$ cat config.mk
export PLATFORM = sky130hd
export DESIGN_NAME = cm0_rst_seq_sync
export DESIGN_NICKNAME = d
export VERILOG_FILES = /design/src/rtl/cm0_rst_pkg.sv /design/src/rtl/cm0_rst_sync_chain.sv /design/src/rtl/cm0_rst_seq_sync.sv
export SDC_FILE = /design/constraint.sdc
export NUM_CORES = 1
export LEC_CHECK = 0
export ABC_AREA = 0
export BUFFER_PORTS_ARGS = -buffer_cell sky130_fd_sc_hd__buf_2
export CAP_MARGIN = 20
export CORE_ASPECT_RATIO = 1.75
export CORE_MARGIN = 5
export CORE_UTILIZATION = 52
export DETAILED_ROUTE_END_ITERATION = 7
export PLACE_DENSITY = 0.74
export SKIP_LAST_GASP = 1
export SYNTH_ARGS = -nofsm -noshare
export SYNTH_HDL_FRONTEND = slang
export SYNTH_HIERARCHICAL = 1
export SYNTH_SLANG_ARGS = --single-unit
$ cat constraint.sdc
create_clock -name CLK -period 1.76 [get_ports CLK]
set_input_delay 0.176 -clock CLK [delete_from_list [all_inputs] [get_ports CLK]]
set_output_delay 0.176 -clock CLK [all_outputs]
set_load 0.005 [all_outputs]
$ cat src/rtl/cm0_rst_pkg.sv
// Shared types and limits for the cm0 reset synchroniser / release sequencer.
package cm0_rst_pkg;

  localparam int CNT_W          = 8;
  localparam int IDX_W          = 3;
  localparam int MAX_CH         = 8;
  localparam int MIN_SYNC_DEPTH = 2;
  localparam int MAX_SYNC_DEPTH = 4;
  localparam int MAX_CYC        = 255;

  typedef enum logic [1:0] {
    ST_ASSERT,
    ST_STRETCH,
    ST_STAGGER,
    ST_RUN
  } rstState_e;

  function automatic bit paramsOk(input int present, input int numCh, input int depth,
                                  input int stretch, input int stagger);
    return ((present == 0) || (present == 1)) &&
           (numCh >= 1) && (numCh <= MAX_CH) &&
           (depth >= MIN_SYNC_DEPTH) && (depth <= MAX_SYNC_DEPTH) &&
           (stretch >= 0) && (stretch <= MAX_CYC) &&
           (stagger >= 0) && (stagger <= MAX_CYC);
  endfunction

endpackage

$ cat src/rtl/cm0_rst_sync_chain.sv
// Deassertion synchroniser for an active-low asynchronous reset. Hand-instantiated cell
// boundary: keep the chain in this module so it is not restructured. SE is reserved for DFT.
module cm0_rst_sync_chain #(
  parameter int DEPTH = 3
) (
  input  logic CLK,
  input  logic RSTIN,
  input  logic SE,
  output logic Q
);

  logic [DEPTH-1:0] sync_q;
  logic             unusedSe;

  assign unusedSe = SE;

  always_ff @(posedge CLK or negedge RSTIN) begin
    if (!RSTIN) begin
      sync_q <= '0;
    end else begin
      sync_q <= {sync_q[DEPTH-2:0], 1'b1};
    end
  end

  assign Q = sync_q[DEPTH-1];

endmodule

$ cat src/rtl/cm0_rst_seq_sync.sv
// Multi-channel reset synchroniser, stretcher and staggered release sequencer.
// Optional per-channel software reset is built when CM0_RST_SEQ_SWREQ_EN is defined.
module cm0_rst_seq_sync
  import cm0_rst_pkg::*;
#(
  parameter int PRESENT     = 1,
  parameter int NUM_CH      = 3,
  parameter int SYNC_DEPTH  = 3,
  parameter int STRETCH_CYC = 8,
  parameter int STAGGER_CYC = 4
) (
  input  logic              CLK,
  input  logic              RSTIN,
  input  logic              SE,
  input  logic              RSTBYPASS,
  input  logic [NUM_CH-1:0] SWRSTREQ,
  output logic [NUM_CH-1:0] RSTOUT,
  output logic              RSTDONE
);

  if (!paramsOk(PRESENT, NUM_CH, SYNC_DEPTH, STRETCH_CYC, STAGGER_CYC)) begin : gParamErr
    $error("cm0_rst_seq_sync: parameter out of range");
  end

  if (PRESENT == 0) begin : gAbsent
    logic unusedIns;
    assign unusedIns = ^{CLK, SE, RSTBYPASS, SWRSTREQ};
    assign RSTOUT    = {NUM_CH{RSTIN}};
    assign RSTDONE   = RSTIN;
  end else begin : gPresent

    localparam logic [CNT_W-1:0] CNT_ONE    = CNT_W'(1);
    localparam logic [CNT_W-1:0] STRETCH_LD = CNT_W'(STRETCH_CYC);
    localparam logic [CNT_W-1:0] STAGGER_LD = CNT_W'(STAGGER_CYC);
    localparam logic [IDX_W-1:0] LAST_IDX   = IDX_W'(NUM_CH - 1);

    rstState_e          state_q, state_d;
    logic [CNT_W-1:0]   cnt_q, cnt_d;
    logic [IDX_W-1:0]   idx_q, idx_d;
    logic [NUM_CH-1:0]  rel_q, rel_d;
    logic [NUM_CH-1:0]  out_q, out_d;
    logic               done_q, done_d;
    logic               relFirst;
    logic               rstSyncN;

    cm0_rst_sync_chain #(
      .DEPTH (SYNC_DEPTH)
    ) uSyncChain (
      .CLK   (CLK),
      .RSTIN (RSTIN),
      .SE    (SE),
      .Q     (rstSyncN)
    );

    // Sequencer: rel_* records which channels the power-on sequence has released.
    always_comb begin
      state_d  = state_q;
      cnt_d    = cnt_q;
      idx_d    = idx_q;
      rel_d    = rel_q;
      relFirst = 1'b0;

      case (state_q)
        ST_ASSERT: begin
          rel_d = '0;
          if (rstSyncN) begin
            if (STRETCH_CYC == 0) begin
              relFirst = 1'b1;
            end else begin
              state_d = ST_STRETCH;
              cnt_d   = STRETCH_LD;
            end
          end
        end
        ST_STRETCH: begin
          if (cnt_q <= CNT_ONE) begin
            relFirst = 1'b1;
          end else begin
            cnt_d = cnt_q - CNT_ONE;
          end
        end
        ST_STAGGER: begin
          if (cnt_q <= CNT_ONE) begin
            for (int i = 0; i < NUM_CH; i++) begin
              if (idx_q == IDX_W'(i)) begin
                rel_d[i] = 1'b1;
              end
            end
            if (idx_q == LAST_IDX) begin
              state_d = ST_RUN;
            end else begin
              idx_d = idx_q + IDX_W'(1);
              cnt_d = STAGGER_LD;
            end
          end else begin
            cnt_d = cnt_q - CNT_ONE;
          end
        end
        ST_RUN: begin
        end
        default: begin
          state_d = ST_ASSERT;
        end
      endcase

      // A zero stagger releases every channel on the same edge as channel 0.
      if (relFirst) begin
        if ((STAGGER_CYC == 0) || (NUM_CH == 1)) begin
          rel_d   = '1;
          state_d = ST_RUN;
        end else begin
          rel_d[0] = 1'b1;
          state_d  = ST_STAGGER;
          idx_d    = IDX_W'(1);
          cnt_d    = STAGGER_LD;
        end
      end
    end

`ifdef CM0_RST_SEQ_SWREQ_EN
    localparam logic [CNT_W-1:0] SW_LD = (STRETCH_CYC == 0) ? CNT_ONE : CNT_W'(STRETCH_CYC);

    logic [NUM_CH-1:0] swAct_q, swAct_d;
    logic [NUM_CH-1:0] swReq;
    logic [CNT_W-1:0]  swCnt_q [NUM_CH];
    logic [CNT_W-1:0]  swCnt_d [NUM_CH];

    // A new request reloads the channel counter, so repeated requests extend the hold.
    always_comb begin
      swAct_d = swAct_q;
      swReq   = '0;
      for (int i = 0; i < NUM_CH; i++) begin
        swCnt_d[i] = swCnt_q[i];
        swReq[i]   = (state_q == ST_RUN) && SWRSTREQ[i];
        if (swReq[i]) begin
          swAct_d[i] = 1'b1;
          swCnt_d[i] = SW_LD;
        end else if (swAct_q[i]) begin
          if (swCnt_q[i] <= CNT_ONE) begin
            swAct_d[i] = 1'b0;
            swCnt_d[i] = '0;
          end else begin
            swCnt_d[i] = swCnt_q[i] - CNT_ONE;
          end
        end
      end
    end

    always_ff @(posedge CLK or negedge RSTIN) begin
      if (!RSTIN) begin
        swAct_q <= '0;
        for (int i = 0; i < NUM_CH; i++) begin
          swCnt_q[i] <= '0;
        end
      end else begin
        swAct_q <= swAct_d;
        for (int i = 0; i < NUM_CH; i++) begin
          swCnt_q[i] <= swCnt_d[i];
        end
      end
    end

    assign out_d  = rel_d & ~swAct_d;
    assign done_d = (state_q == ST_RUN) && (&out_q) && !(|swReq);
`else
    logic unusedSwReq;
    assign unusedSwReq = ^SWRSTREQ;
    assign out_d       = rel_d;
    assign done_d      = (state_q == ST_RUN) && (&out_q);
`endif

    always_ff @(posedge CLK or negedge RSTIN) begin
      if (!RSTIN) begin
        state_q <= ST_ASSERT;
        cnt_q   <= '0;
        idx_q   <= '0;
        rel_q   <= '0;
        out_q   <= '0;
        done_q  <= 1'b0;
      end else begin
        state_q <= state_d;
        cnt_q   <= cnt_d;
        idx_q   <= idx_d;
        rel_q   <= rel_d;
        out_q   <= out_d;
        done_q  <= done_d;
      end
    end

    // Outputs come straight from flops; the bypass mux is the only logic after them.
    assign RSTOUT  = RSTBYPASS ? {NUM_CH{RSTIN}} : out_q;
    assign RSTDONE = RSTBYPASS ? RSTIN : done_q;
  end

endmodule

==> flow_metrics.tcl <==
set metrics [dict create \
    grt_pass1_wl_mm 5.747 \
    routed_via_density 6.032 \
    clockBufferDepth 2 \
    fin_skew_ns 0.004081 \
    final_common_cell "buf_4" \
    io_buffers 6 \
    yosys.area_share.adder 0.1079 \
    status "finished, violations left" \
    synth_top_area_cell "dfrtp_1" \
    avgSynthCellArea_sq_um 9.042 \
    p_leak_nw 0.8572 \
    synth_xor_area_frac 0.006869 \
    num_vias 1309 \
    syn_inst 141 \
    drc 0 \
    yosysTopAreaCellShare 0.3925 \
    synth-seq-area-share 0.3925 \
    dp.cells 199 \
    place_congestion 0.8350 \
    htreeDepth 1 \
    yosys-top-cells-area "dfrtp_1 39%, ha_1 11%, o21ai_0 5.1%" \
    wire_per_inst_um 19.43 \
    final_cell_mix "43 x buf_4, 17 x dfrtp_1, 12 x o21ai_0" \
    hp-class "reg -> reg" \
    core-area_sq_um 2331 \
    drive_above_1_share 0.4688 \
    violations "negative setup slack" \
    synthesis.area_sq_um 1275 \
    slew_violations 0 \
    met1Wirelength_mm 1.505 \
    clock_latency_ns 0.27 \
    power_density_nw_per_um2 2156 \
    min_period_ns 1.816 \
    dr.pass1.iters 5 \
    hpwl_mm 2.398 \
    grtUsageTotal 0.2303 \
    dr_wl_met2_mm 2.302 \
    crit_slowest_cell "dfrtp_1" \
    setup_viol 4 \
    worstPathArrival_ns 1.98 \
    clk_pin_slew_ns 0.08 \
    ys_warn_count 6 \
    instances_no_fill 217 \
    cap_violations 0 \
    ios 11 \
    rows 23 \
    area_growth_pct 47.50 \
    peakVddDrop_v 0.001365 \
    route.met3.wl_um 176 \
    hold_violations 0 \
    cts_inserted_buffers 3 \
    clockRootBuffer "clkbuf_8" \
    startpoint_type "register" \
    die_width_um 47.43 \
    overflow 0 \
    clkSinkCount 20 \
    synth-simple-area-share 0.1982 \
    drtIter0Drc 49 \
    clock.fmax_mhz 550.6 \
    syn_nets 159 \
    fin_ws_ns -0.05612 \
    synth-compound-area-share 0.2316 \
    cp-end-kind "register" \
    cts_tree "built" \
    crit_chain "nor3_4 > buf_4 > nand4_1 > a2bb2oi_2 > buf_6 > nor3_1 > a21o_1" \
    slowest_delay_ns 0.42 \
    top_layer_used "met4" \
    dieArea_sq_um 3581 \
    period_share 1.032 \
    holdWs_ns 0.3563 \
    critical_path.max_fanout 10 \
    synth_top_family_by_area "compound AO/OA/AOI/OAI gates" \
    grt_pass1_vias 1252 \
    start_util 0.5470 \
    ys_seq_elements 20 \
    die-height_um 75.51 \
    critical_path_required_ns 1.93 \
    critPathKind "reg -> reg" \
    wl_mm 4.217 \
    nets 211 \
    antenna_cells 0 \
    antenna_found_initial 0 \
    rsz0062_at_grt "yes" \
    grt_max_degree 21 \
    power_mw 4.054 \
    ant_nets 0 \
    synth.distinct_cells 40 \
    synthMuxAreaShare 0 \
]
## cells in the mapped netlist
master,n
clkbuf_1,1
or2_1,1
a211oi_1,2
and3b_1,1
nand2b_1,2
a21oi_1,12
a21o_1,3
buf_2,4
a41oi_1,1
o22a_1,1
a32o_1,1
nand2_1,10
o31ai_1,3
conb_1,1
a2bb2oi_1,1
a22oi_1,1
o22ai_1,1
or4b_1,1
nor4b_1,1
nor3_1,5
nor2_1,7
o41ai_1,1
and3_1,1
o21ai_1,5
xnor2_1,1
nor2b_1,2
a32oi_1,1
nor3_4,2
nor4_1,1
o21ai_0,13
nand4_4,1
o21a_1,1
ha_1,11
nand3_1,2
inv_1,14
a311o_1,1
dfrtp_1,20
nor3_2,1
nand4_1,2
or3_1,1
## state kept, by name, indices dropped and copies added, names as in the netlist
register	count
gPresent.out_q	3
gPresent.idx_q	3
gPresent.cnt_q	8
gPresent.uSyncChain/sync_q	3
gPresent.state_q	2
gPresent.done_q	1
## cell type report
| cell class | instances | area, sq um |
|---|---|---|
| clock buffer | 3 | 41.29 |
| timing repair buffer | 52 | 385.4 |
| tap | 25 | 31.28 |
| sequential | 20 | 504.2 |
| fill | 142 | 450.4 |
| multi-input combinational | 102 | 833.3 |
| clock inverter | 1 | 30.03 |
| inverter | 14 | 55.05 |
## critical path: cells and delay by family (launching register included)
| kind | cells | cell delay, ns |
|---|---|---|
| buffers and inverters | 2 | 0.34 |
| DFF | 1 | 0.42 |
| AOI/OAI and AO/OA | 2 | 0.37 |
| and+or+nand+nor | 3 | 0.56 |
## kinds of logic (layout without fill, tap and decap cells)
family,count (synthesis),count (layout)
AND/OR/NAND/NOR,41,41
XOR/XNOR,1,1
other,1,1
buffers and inverters,19,70
flip-flops,20,20
adder cells (fa/ha/maj),11,11
AO/OA/AOI/OAI,48,48
## layer usage
metal | track usage | up-vias
met5 | 0 | -
met4 | 0.1169 | 0
met3 | 0.03310 | 24
met2 | 0.4373 | 58
met1 | 0.2235 | 621
li1 | - | 606
## per-stage QoR
stage	cell area, sq um	setup TNS, ns	setup slack, ns	util
CTS	1717	0	0.002220	0.7364
floorplan	1292	0	0.005184	-
detailed placement	1570	-0.3489	-0.1398	0.6736
global placement	1570	-0.1493	-0.07133	0.6736
global route	1881	-0.3742	-0.09951	0.8068
finish	1881	-0.1566	-0.05612	0.8068
## path summary, 6_finish.rpt
path	cells past startpoint	startpoint	slack, ns	endpoint
worst min register to register	0	gPresent.uSyncChain/sync_q[0]$_DFF_PN0_	0.36	gPresent.uSyncChain/sync_q[1]$_DFF_PN0_
worst min-delay path	0	gPresent.uSyncChain/sync_q[0]$_DFF_PN0_	0.36	gPresent.uSyncChain/sync_q[1]$_DFF_PN0_
max in group asynchronous	3	RSTIN	1.09	gPresent.cnt_q[0]$_DFFE_PN0P_
min in group asynchronous	3	RSTIN	0.44	gPresent.out_q[0]$_DFFE_PN0P_
worst max register to register	7	gPresent.cnt_q[2]$_DFFE_PN0P_	-0.06	gPresent.cnt_q[0]$_DFFE_PN0P_
worst max-delay path	7	gPresent.cnt_q[2]$_DFFE_PN0P_	-0.06	gPresent.cnt_q[0]$_DFFE_PN0P_
## repair_timing
item,in CTS,in global routing
setup endpoints to repair,5,14
setup buffers,3,10
gates cloned,0,0
endpoints found under the hold margin,20,0
pin swaps,1,15
hold buffers,1,0
gates resized for setup,12,22
## power breakdown
| part | total [mW] | switching, mW | internal (mW) |
|---|---|---|---|
| logic | 2.81 | 1.45 | 1.36 |
| clock network | 0.471 | 0.167 | 0.304 |
| registers | 0.775 | 0.168 | 0.607 |
| total | 4.05 | 1.78 | 2.27 |
Note: power is estimated with default switching activity, not from simulation.
